**config.mk**
```make
export PLATFORM = sky130hd
export DESIGN_NAME = xmit
export DESIGN_NICKNAME = d
export VERILOG_FILES = /design/src/rtl/xmit.sv
export SDC_FILE = /design/constraint.sdc
export NUM_CORES = 1
export LEC_CHECK = 0
export ABC_AREA = 1
export CAP_MARGIN = 0
export CORE_ASPECT_RATIO = 0.75
export CORE_MARGIN = 2
export CORE_UTILIZATION = 58
export CTS_BUF_LIST = sky130_fd_sc_hd__clkbuf_8
export CTS_CLUSTER_SIZE = 8
export DETAILED_ROUTE_END_ITERATION = 12
export GPL_TIMING_DRIVEN = 0
export PLACE_DENSITY = 0.81
export SKIP_CTS_REPAIR_TIMING = 1
export SYNTH_ARGS = -nofsm -noshare
export SYNTH_HDL_FRONTEND = slang
export SYNTH_SLANG_ARGS = --single-unit
```
**constraint.sdc**
```tcl
create_clock -name clock -period 2.7 [get_ports clock]
set_input_delay 0.81 -clock clock [delete_from_list [all_inputs] [get_ports clock]]
set_output_delay 0.81 -clock clock [all_outputs]
set_load 0.02 [all_outputs]
```
**src/rtl/xmit.sv**
```systemverilog
// Serial frame transmitter: one queued byte plus a frame in flight. Each frame is
// HEADER then payload, both MSB first, followed by GAP forced idle cycles.
module xmit #(
    parameter logic [7:0]  HEADER = 8'hA5,
    parameter int unsigned GAP    = 0
) (
    input  logic       clock,
    input  logic       reset,
    input  logic       load,
    input  logic [7:0] data_in,
    output logic       full,
    output logic       busy,
    output logic       drop,
    output logic       data_out
);

    typedef enum logic [1:0] {
        S_IDLE,
        S_HEAD,
        S_BODY,
        S_GAP
    } state_t;

    localparam logic [3:0] GAP_LAST = (GAP == 0) ? 4'd0 : 4'(GAP - 1);

    state_t      r_state;
    logic [7:0]  r_hold;
    logic        r_full;
    logic [15:0] r_shift;
    logic [2:0]  r_bit_cnt;
    logic [3:0]  r_gap_cnt;
    logic        r_busy;
    logic        r_drop;
    logic        r_data_out;

    logic w_frame_end;
    logic w_gap_end;
    logic w_engine_free;

    assign w_frame_end = (r_state == S_BODY) && (r_bit_cnt == 3'd7);
    assign w_gap_end   = (r_state == S_GAP) && (r_gap_cnt == GAP_LAST);
    // The engine can take a new byte in IDLE, or on the very edge that ends the
    // last busy cycle, so back-to-back frames and gaps carry no extra idle bit.
    assign w_engine_free = (r_state == S_IDLE)
                         || (w_frame_end && (GAP == 0))
                         || w_gap_end;

    always_ff @(posedge clock) begin
        if (reset) begin
            r_state    <= S_IDLE;
            r_full     <= 1'b0;
            r_busy     <= 1'b0;
            r_drop     <= 1'b0;
            r_data_out <= 1'b0;
            r_bit_cnt  <= 3'd0;
            r_gap_cnt  <= 4'd0;
        end else begin
            r_drop <= load && r_full;

            if (load && !r_full) begin
                r_hold <= data_in;
                r_full <= 1'b1;
            end else if (w_engine_free && r_full) begin
                r_full <= 1'b0;
            end

            if (w_engine_free) begin
                r_bit_cnt <= 3'd0;
                r_gap_cnt <= 4'd0;
                if (r_full) begin
                    r_shift    <= {HEADER, r_hold};
                    r_data_out <= HEADER[7];
                    r_state    <= S_HEAD;
                    r_busy     <= 1'b1;
                end else begin
                    r_data_out <= 1'b0;
                    r_state    <= S_IDLE;
                    r_busy     <= 1'b0;
                end
            end else begin
                case (r_state)
                    S_HEAD: begin
                        // Rotate rather than shift: bit 15 is already on data_out.
                        r_shift    <= {r_shift[14:0], r_shift[15]};
                        r_data_out <= r_shift[14];
                        r_bit_cnt  <= r_bit_cnt + 3'd1;
                        if (r_bit_cnt == 3'd7) begin
                            r_state <= S_BODY;
                        end
                    end
                    S_BODY: begin
                        if (r_bit_cnt == 3'd7) begin
                            r_state    <= S_GAP;
                            r_data_out <= 1'b0;
                            r_gap_cnt  <= 4'd0;
                        end else begin
                            r_shift    <= {r_shift[14:0], r_shift[15]};
                            r_data_out <= r_shift[14];
                            r_bit_cnt  <= r_bit_cnt + 3'd1;
                        end
                    end
                    S_GAP: begin
                        r_data_out <= 1'b0;
                        r_gap_cnt  <= r_gap_cnt + 4'd1;
                    end
                    default: begin
                        r_state    <= S_IDLE;
                        r_data_out <= 1'b0;
                        r_busy     <= 1'b0;
                    end
                endcase
            end
        end
    end

    assign full     = r_full;
    assign busy     = r_busy;
    assign drop     = r_drop;
    assign data_out = r_data_out;

endmodule

```
==> impl_metrics.ini <==
[outcome]
outcome = finished clean

[placed_design]
hpwl_mm = 1.845
dpl-instance-area_sq_um = 1764
io_buffers = 14
dp.cells = 205
gp_congestion = 0.8893

[die]
coreArea_sq_um = 2603
row_count = 16
ios = 15
die_y_um = 49.19
initial_utilization_pct = 60.67
die-area_sq_um = 3160
fp.dieW_um = 64.25

[sta]
finalHoldViolCount = 0
fin_crit_ps = 2385
period_share_pct = 88.34
tightest_slew_ps = 658.9
fmax_mhz = 419.2
finalSetupViolations = 0
skew_ps = 9.569
slew_violations = 0
rsz0062_at_grt = false
relSlewSlack_pct = 55.91

[synthesis]
yosys.area.top_type = edfxtp_1
yosys-top-cells-area = edfxtp_1 46%, dfxtp_1 16%, nand2_1 11%
seq_area_frac_synth_pct = 62.12
synth_cell_types = 18
yosysWarnings = 0
avgSynthCellArea_sq_um = 10.19
synth_top_area_share_pct = 45.64
syn_inst = 155
synth_nets = 175
ys_seq_elements = 37
synth_area_sq_um = 1579

[cells_and_area]
final_cell_count_no_fill = 214
areaGrowthSynthToFinish_pct = 17.59
layout-drive-gt1-share_pct = 9.551
diodes = 0
nets = 197
layout_commonest_cell = nand2_1
final_cell_mix = 45 x nand2_1, 24 x edfxtp_1, 18 x inv_1, 14 x nor2_1, 14 x clkdlybuf4s50_1
final_cell_area_sq_um = 1857

[worst_setup_path]
arrival_ps = 2380
worst_r2r_startpoint = r_state[0]$_SDFFE_PP0P_
crit_path_end_kind = flop
path_max_fanout = 9
rr_endpoint = r_shift[10]$_SDFFCE_PP1P_
rrSetupSlack_ps = 310
required_ps = 2700
setup.worst_path.class = reg2reg
startpoint_type = flop
worst-r2r-cell-count = 8
crit_end = r_shift[10]$_SDFFCE_PP1P_
startpoint = r_state[0]$_SDFFE_PP0P_

[clocking]
numCtsBuffers = 5
root_buffer = clkbuf_8
clockBufferDepth = 2
clock_latency_ps = 290
clk_pin_slew_ps = 60
cts_tree = built
clock-sinks = 37
htreeDepth = 2

[drt]
post_drt_wl_per_cell_um = 11.55
drc = 0
first_iter_violations = 35
vias = 1035
ant_nets = 0
via_per_inst = 4.836
wirelength_mm = 2.472
drt-pass1-iter-count = 4

[global_route]
grt_max_degree = 17
grt_usage_pct = 19.20
grt_pass1_vias = 1052
antenna_found_initial = 0
overflow = 0
grt_pass1_wl_mm = 4.436

[worst_hold_path]
hold_class = reg2reg

[power_and_ir_drop]
power_density_nw_per_um2 = 568.4
peakVddDrop_mv = 0.4531
p_leak_uw = 0.0007530

[run]
cap_viol_max_count = 0
## layout make-up
type | count | area (sq um)
Clock buffer | 5 | 68.82
Fill cell | 186 | 745.7
Tap cell | 36 | 45.04
Buffer | 2 | 18.77
Clock inverter | 3 | 12.51
Timing Repair Buffer | 15 | 151.4
Inverter | 19 | 71.32
Multi-Input combinational cell | 97 | 508.0
Sequential cell | 37 | 980.9
## synthesized netlist by cell type
master	n
a21oi_1	10
a21oi_4	1
buf_4	1
buf_6	1
dfxtp_1	13
edfxtp_1	24
ha_1	9
inv_1	18
inv_2	1
nand2_1	45
nand3_1	6
nor2_1	14
o21ai_0	1
o21ai_1	1
o22ai_1	1
or2_1	1
or2_2	6
xor2_1	2
## routing by layer
layer,share of wire [%],GRT usage (%),vias to the layer above
met5,0,0,-
met1,49,24.26,473
met4,1.5,9.574,0
met3,3.0,5.543,3
li1,-,-,543
met2,46,30.38,16
## power breakdown
group	internal, uW	switching [uW]	leakage (uW)	total, uW
clock network	173	176	0.0000430	349
logic	33.3	41.3	0.000390	74.7
registers	624	6.85	0.000320	631
## registers in the layout (all words and copies together), names as in the netlist
register / count
data_out: 1
r_bit_cnt: 3
r_state: 2
full: 1
drop: 1
r_hold: 8
r_shift: 16
busy: 1
r_gap_cnt: 4
## stage by stage
| step | utilization [%] | total power (uW) | hold slack, ps | setup TNS [ps] | worst slack, ps |
|---|---|---|---|---|---|
| 2_1_floorplan | - | 682.5 | 444.6 | 0 | 459.0 |
| 3_3_place_gp | 67.79 | 712.5 | 453.4 | -2875 | -179.9 |
| 3_5_place_dp | 67.79 | 716.7 | 461.1 | -4097 | -256.4 |
| 4_1_cts | 70.91 | 1067 | 474.0 | -23.68 | -4.675 |
| 5_1_grt | 71.35 | 1099 | 499.1 | 0 | 144.8 |
| 6_report | 71.35 | 1055 | 470.9 | 0 | 314.7 |
## worst min-delay path by stage
| stage | endpoint | slack [ps] | startpoint | cells after the start |
|---|---|---|---|---|
| floorplan | r_bit_cnt[1]$_SDFFE_PP0P_ | 440 | r_bit_cnt[1]$_SDFFE_PP0P_ | 2 |
| global placement | r_bit_cnt[2]$_SDFFE_PP0P_ | 450 | r_bit_cnt[2]$_SDFFE_PP0P_ | 2 |
| finish | r_bit_cnt[2]$_SDFFE_PP0P_ | 470 | r_bit_cnt[2]$_SDFFE_PP0P_ | 2 |
| global route | r_bit_cnt[2]$_SDFFE_PP0P_ | 500 | r_bit_cnt[2]$_SDFFE_PP0P_ | 2 |
| detailed placement | r_bit_cnt[2]$_SDFFE_PP0P_ | 460 | r_bit_cnt[2]$_SDFFE_PP0P_ | 2 |
| CTS | r_bit_cnt[2]$_SDFFE_PP0P_ | 470 | r_bit_cnt[2]$_SDFFE_PP0P_ | 2 |
## critical path, stage by stage, from the launching register on
cell     delay (ps)
dfxtp_1         400
inv_1           100
ha_1            250
nand2_1         130
nand2_1         100
a21oi_4         210
o21ai_0         150
nor2_1          530
buf_6           240
## cells by family after synthesis
family | synth area share [%]
compound gates | 5.230
xor+xnor | 1.110
fa+ha+maj | 7.132
buf+inv | 5.705
flops | 62.12
simple gates | 18.70
(Power assumes the default switching activity.)
